**src/rtl/irq_ctrl.sv**
```systemverilog
// irq_ctrl: interrupt controller with per-source edge/level latching,
// masking, fixed priority (index 0 highest) and an ack / EOI handshake.
// Register window (Addr[3:2]): 0 PENDING (W1C), 1 MASK, 2 MODE, 3 STATUS/EOI.
module irq_ctrl #(
   parameter int unsigned N = 6
) (
   input  logic          clk,
   input  logic          reset,
   input  logic [N-1:0]  src,
   input  logic [31:2]   Addr,
   input  logic          WE,
   input  logic [31:0]   Din,
   output logic [31:0]   Dout,
   input  logic          ack,
   output logic          irq,
   output logic [2:0]    vector
);

   typedef enum logic [1:0] {
      IDLE    = 2'd0,
      REQ     = 2'd1,
      SERVICE = 2'd2
   } state_t;

   state_t       state, state_nxt;
   logic [N-1:0] pending, pending_nxt;
   logic [N-1:0] mask, mode, src_q;
   logic [N-1:0] enabled, rise, clr;
   logic [2:0]   cur, best;
   logic         any;
   logic         wr_pend, wr_mask, wr_mode, wr_eoi, take;
   logic         unused_bits;

   assign enabled = pending & mask;
   assign any     = |enabled;
   assign rise    = src & ~src_q;

   assign wr_pend = WE && (Addr[3:2] == 2'd0);
   assign wr_mask = WE && (Addr[3:2] == 2'd1);
   assign wr_mode = WE && (Addr[3:2] == 2'd2);
   assign wr_eoi  = WE && (Addr[3:2] == 2'd3);
   assign take    = (state == REQ) && ack;

   assign unused_bits = ^{Addr[31:4], Din[31:N]};

   // Fixed priority: lowest enabled pending index wins.
   always_comb begin
      logic found;
      found = 1'b0;
      best  = '0;
      for (int unsigned i = 0; i < N; i++) begin
         if (!found && enabled[i]) begin
            best  = 3'(i);
            found = 1'b1;
         end
      end
   end

   // Next pending: level bits follow src; edge bits set on rise, clear on W1C / ack, set wins.
   always_comb begin
      clr = '0;
      if (wr_pend) clr = Din[N-1:0];
      for (int unsigned i = 0; i < N; i++) begin
         if (take && (best == 3'(i))) clr[i] = 1'b1;
      end
      pending_nxt = (mode & (rise | (pending & ~clr))) | (~mode & src);
   end

   // Request / service state machine transitions.
   always_comb begin
      state_nxt = state;
      case (state)
         IDLE:    if (any) state_nxt = REQ;
         REQ: begin
            if (ack)       state_nxt = SERVICE;
            else if (!any) state_nxt = IDLE;
         end
         SERVICE: if (wr_eoi) state_nxt = IDLE;
         default: state_nxt = IDLE;
      endcase
   end

   // Vector shows the live winner while requesting and the captured source while in service.
   always_comb begin
      vector = '0;
      case (state)
         REQ:     vector = best;
         SERVICE: vector = cur;
         default: vector = '0;
      endcase
   end

   // Register read mux.
   always_comb begin
      Dout = '0;
      case (Addr[3:2])
         2'd0:    Dout = 32'(pending);
         2'd1:    Dout = 32'(mask);
         2'd2:    Dout = 32'(mode);
         default: Dout = {any, (state == SERVICE), 27'b0, vector};
      endcase
   end

   // Configuration registers, source history and pending latch.
   always_ff @(posedge clk or negedge reset) begin
      if (!reset) begin
         mask    <= '0;
         mode    <= '0;
         src_q   <= '0;
         pending <= '0;
      end else begin
         src_q   <= src;
         pending <= pending_nxt;
         if (wr_mask) mask <= Din[N-1:0];
         if (wr_mode) mode <= Din[N-1:0];
      end
   end

   // State, in-service source capture and registered request output.
   always_ff @(posedge clk or negedge reset) begin
      if (!reset) begin
         state <= IDLE;
         cur   <= '0;
         irq   <= 1'b0;
      end else begin
         state <= state_nxt;
         irq   <= (state_nxt == REQ);
         if (take) cur <= best;
      end
   end

endmodule

```
**config.mk**
```make
export PLATFORM = sky130hd
export DESIGN_NAME = irq_ctrl
export DESIGN_NICKNAME = d
export VERILOG_FILES = /design/src/rtl/irq_ctrl.sv
export SDC_FILE = /design/constraint.sdc
export NUM_CORES = 1
export LEC_CHECK = 0
export CORE_AREA = 2 2 73 75
export CTS_CLUSTER_SIZE = 20
export DETAILED_ROUTE_END_ITERATION = 8
export DIE_AREA = 0 0 75 77
export MAX_ROUTING_LAYER = met4
export PLACE_DENSITY_LB_ADDON = 0.2
export SETUP_SLACK_MARGIN = 0.3
export SYNTH_ARGS = -nofsm -noshare
export SYNTH_HDL_FRONTEND = slang
export SYNTH_SLANG_ARGS = --single-unit
```
**constraint.sdc**
```tcl
create_clock -name clk -period 2.14 [get_ports clk]
set_input_delay 0.321 -clock clk [delete_from_list [all_inputs] [get_ports clk]]
set_output_delay 0.321 -clock clk [all_outputs]
set_load 0.1 [all_outputs]
```
# Yosys cells after proc, flatten, opt, wreduce, memory -nomap -nowiden
# Cells that the tools add are included.
totals:
  output_inout_bits: 36
  input_bits: 72
  ff_bits: 30
classes:
  reduce_logical: 25
  mux: 24
  bitwise_logic: 10
  n_eq_ne: 11
ops:
  columns: ["op", "count"]
  rows:
  - ["32-bit case mux with 3 select lines", 1]
  - ["6-bit bitwise AND", 5]
  - ["6-bit inverter", 3]
  - ["1-bit logical AND", 16]
  - ["1-bit 2-to-1 mux", 12]
  - ["6-bit bitwise OR", 2]
  - ["2-bit 2-to-1 mux", 5]
  - ["3-bit 2-to-1 mux", 3]
  - ["2-bit by 1-bit == test with 1-bit output (second input constant)", 3]
  - ["2-bit == test (second input constant)", 3]
  - ["3-bit by 2-bit == test with 1-bit output (second input constant)", 2]
  - ["3-bit == test (second input constant)", 2]
  - ["6-bit 2-to-1 mux", 1]
  - ["2-bit case mux with 3 select lines", 1]
  - ["3-bit case mux with 2 select lines", 1]
  - ["6-bit OR reduction", 1]
  - ["1-bit zero test", 5]
  - ["2-bit zero test", 2]
  - ["3-bit by 1-bit == test with 1-bit output (second input constant)", 1]
  - ["3-bit zero test", 1]

# Depth between registers and ports, before layout
depth:
  word_depth: 25
  ltp_mapped: 7
  ltp_nobuf: 6

# Least setup slack after synthesis
# OpenSTA, ideal clock, no wires.
synth_path:
  kind: "register to output"
  startpoint: "register state[0]"
  endpoint: "output Dout[2]"
  t_arrival_ns: 2.764
  path_stages_with_launch: 6
  slack_ns: -0.945
  required_time_ns: 1.819
  cell_sequence: "dfrtp_1 > inv_1 > ha_1 > and2_1 > nand4_1 > a31oi_1"
synth_between:
  elab_chain_cells: 3
  word_cells_on_any_way: 4
  classes_between: "eq/ne: 2; mux: 2"
synth_lines:
  columns: ["element", "line_no", "rtl"]
  rows:
  - ["start, declared", "25", "state_t state, state_nxt;"]
  - ["start signal, assigned", "126", "state <= state_nxt;"]
  - ["2-bit == test / 2-bit by 1-bit == test with 1-bit output (equally long branches)", "86", "case (state)"]
  - ["3-bit case mux with 2 select lines *", "86", null]
  - ["32-bit case mux with 3 select lines *", "96", "case (Addr[3:2])"]
  - ["end, declared", "13", "output logic [31:0] Dout,"]
# Mark *: on every way between the ends. The rest lies on a longest branch, timed or not.

# Final worst setup path
layout_path:
  startpoint: "register state[0]"
  endpoint: "output Dout[0]"
# The elaborated chain is that of the path after synthesis.

==> impl_metrics.yaml <==
floorplanning:
  core_region_area_um2: 4980
  initial_core_util_pct: 37.3
  rows: 26
  dieArea_um2: 5780
  fp.dieH_um: 77
  io_pins: 108
  die_x_um: 75
clock_tree:
  ctsHtreeMaxLevel: 2
  cts_buffers: 5
  cts_buffer_depth: 2
  cts_tree: "done"
  clk_latency_ns: 0.28
  cts.sinks: 30
  root_buffer: "clkbuf_8"
  clk_pin_slew_ns: 0.07
setup_path:
  cpMaxStageDelayCell: "mux4_2"
  cp.arrival_ns: 1.83
  worst_path_most_repeated_cell: "o21ai_2"
  start_kind: "register"
  critPathKind: "reg2out"
  worstPathRequired_ns: 1.82
  critPathCaptureType: "primary output"
  critical_path.startpoint: "state[0]"
  cp_cell_sequence: "inv_2 -> ha_4 -> mux4_2 -> o21ai_2 -> o21ai_2 -> buf_12"
  reg2reg_from: "mask[2]"
  crit_fanout: 3
  crit_path_max_incr_delay_ns: 0.51
place:
  place_hpwl_um: 3400
  port_buffers: 29
  gp_congestion: 0.852
  place_ws_ns: 0.0453
  dpl_cell_area_um2: 2440
yosys:
  synth_area_um2: 1850
  synth_warnings: 0
  synthTopCellsByArea: "dfrtp_1 (40%), buf_4 (10%), mux2_2 (7.3%)"
  synth_top_area_cell: "dfrtp_1"
  synth-xor-area-share_pct: 0
  synth_top_area_share_pct: 40.5
  synth-seq-cells: 30
  postSynthCellCount: 187
  async_flop_share_pct: 100
  avgSynthCellArea_um2: 9.92
  synth.yosys.seq_area_share_pct: 40.5
  synth_mux_area_share_pct: 10.1
  synth-adder-area-share_pct: 2.70
  synthSimpleGateAreaFrac_pct: 15.7
  ys_types: 41
  synth_top_family_by_area: "compound AO/OA/AOI/OAI gates"
  synth_edf_count: 0
  synth_ff_type: "dfrtp_1"
  synth-compound-area-share_pct: 19.1
hold_path:
  hp-class: "in2async"
drt:
  initialDrtViolationCount: 127
  vias: 1717
  dr.pass1.iters: 4
  vias_per_cell: 5.04
  routedWlPerCell_um: 16.1
  routed_wirelength_um: 5490
  detail-route-antenna-nets: 0
  route.detailed.drc: 0
outcome:
  violations: "setup timing"
  outcome: "complete, but fails checks"
global_routing:
  grt_pass1_vias: 1713
  grt-ovfl-total: 0
  grt_max_degree: 31
  grt_use_total_pct: 20.2
  antenna_found_initial: 0
  grt_pass1_wl_um: 8670
timing:
  hold_viol: 0
  setup_tns_ns: -0.0153
  fmax_mhz: 464
  final.min_clock_period_ns: 2.16
  slew_viol_final: 0
  finClkSkew_ns: 0.00549
  fin_crit_sh_pct: 101
  rsz0062_at_grt: "yes"
  timing.hold.ws_ns: 0.433
  setup_violations: 1
  fin_ws_ns: -0.0153
finish:
  syn2layout_area_growth_pct: 59.5
  finish.utilization_pct: 59.4
  fin_area_um2: 2960
  drive_gt1_share_pct: 46.1
  fill_cells: 443
  antenna_cells: 0
  nets: 346
pwr:
  vdd_drop_max_mv: 0.591
  power.leakage_nw: 1.31
  powerDensity_nw_per_um2: 1200
run:
  cap_viol_max_count: 0
[cells in the mapped netlist, types with 3 or more instances]
cell	n
dfrtp_1	30
nand2_1	27
buf_4	25
mux2_2	12
a21oi_1	10
nand3_1	8
a31oi_1	7
a22o_1	5
a32oi_1	4
ha_1	4
inv_1	4
nor2b_1	4
o21ai_0	4
o21ai_1	4
a21boi_0	3
and2_1	3
mux2i_1	3
[what timing repair did]
item	4_1_cts	5_1_grt
resized for setup	23	16
setup endpoints to repair	11	8
pin swaps	10	6
hold buffers	0	0
buffers inserted	26	13
[final cells by class]
cell class	count	area, um2	area share, %
Clock inverter	1	5.00	0.169
Clock buffer	7	86.3	2.92
Timing Repair Buffer	81	832	28.1
Tap cell	70	87.6	2.96
Inverter	4	15.0	0.508
Sequential cell	30	754	25.5
Multi-Input combinational cell	148	1180	39.8
[worst max-delay path: cells and delay by family (launching register included)]
family,cells,cell delay [ns]
buffers and inverters,2,0.27
AOI/OAI and AO/OA,2,0.18
adders and majority gates,1,0.21
muxes,1,0.51
DFF,1,0.38
[sequential cells by signal, summed over array words and instances (netlist names)]
signal and cells:
cur 3, irq 1, mask 6, mode 6
pending 6, src_q 6, state 2
[logic make-up (layout without fill, tap and decap cells)]
group | Yosys count | count (layout)
flops | 30 | 30
simple gates | 56 | 56
compound gates | 48 | 48
fa+ha+maj | 4 | 4
mux | 16 | 16
other cells | 1 | 24
buf+inv | 32 | 93
[report_power, final]
group | internal, W | switching, W | leakage [nW]
logic | 0.000967 | 0.00128 | 0.905
registers | 0.000697 | 0.000134 | 0.355
clock network | 0.000259 | 0.000209 | 0.0482
[through the flow]
step	std cells	total power, W
global placement	294	0.00249
finish	341	0.00354
CTS	328	0.00330
floorplan	210	0.00204
detailed placement	294	0.00250
global route	341	0.00369
[placed cells by master (no fill, tap or decap), types with 5 or more instances in the layout]
cell and count:
mux2_2 12, conb_1 24, a21oi_1 8, buf_12 12, clkbuf_8 6, nand3_1 6, clkdlybuf4s50_1 15, buf_6 9
o21ai_2 5, buf_4 43, nand2_1 27, dfrtp_1 27
[final timing paths]
kind	end	slack, ns	depth (start not counted)
worst max-delay path	Dout[0]	-0.02	6
worst min-delay path	cur[1]	0.43	2
worst max register to register	pending[4]	0.33	9
worst min register to register	cur[0]	0.53	2
max in group asynchronous	pending[1]	1.39	2
min in group clk	src_q[3]	0.51	1
[per-layer routing]
metal	up-vias	share of wire [%]	GRT usage [%]
li1	806	-	-
met5	-	0	-
met1	842	44	28.0
met2	62	49	31.0
met4	0	0.77	4.11
met3	7	5.5	3.68
Power figures use the tool's default switching activity.
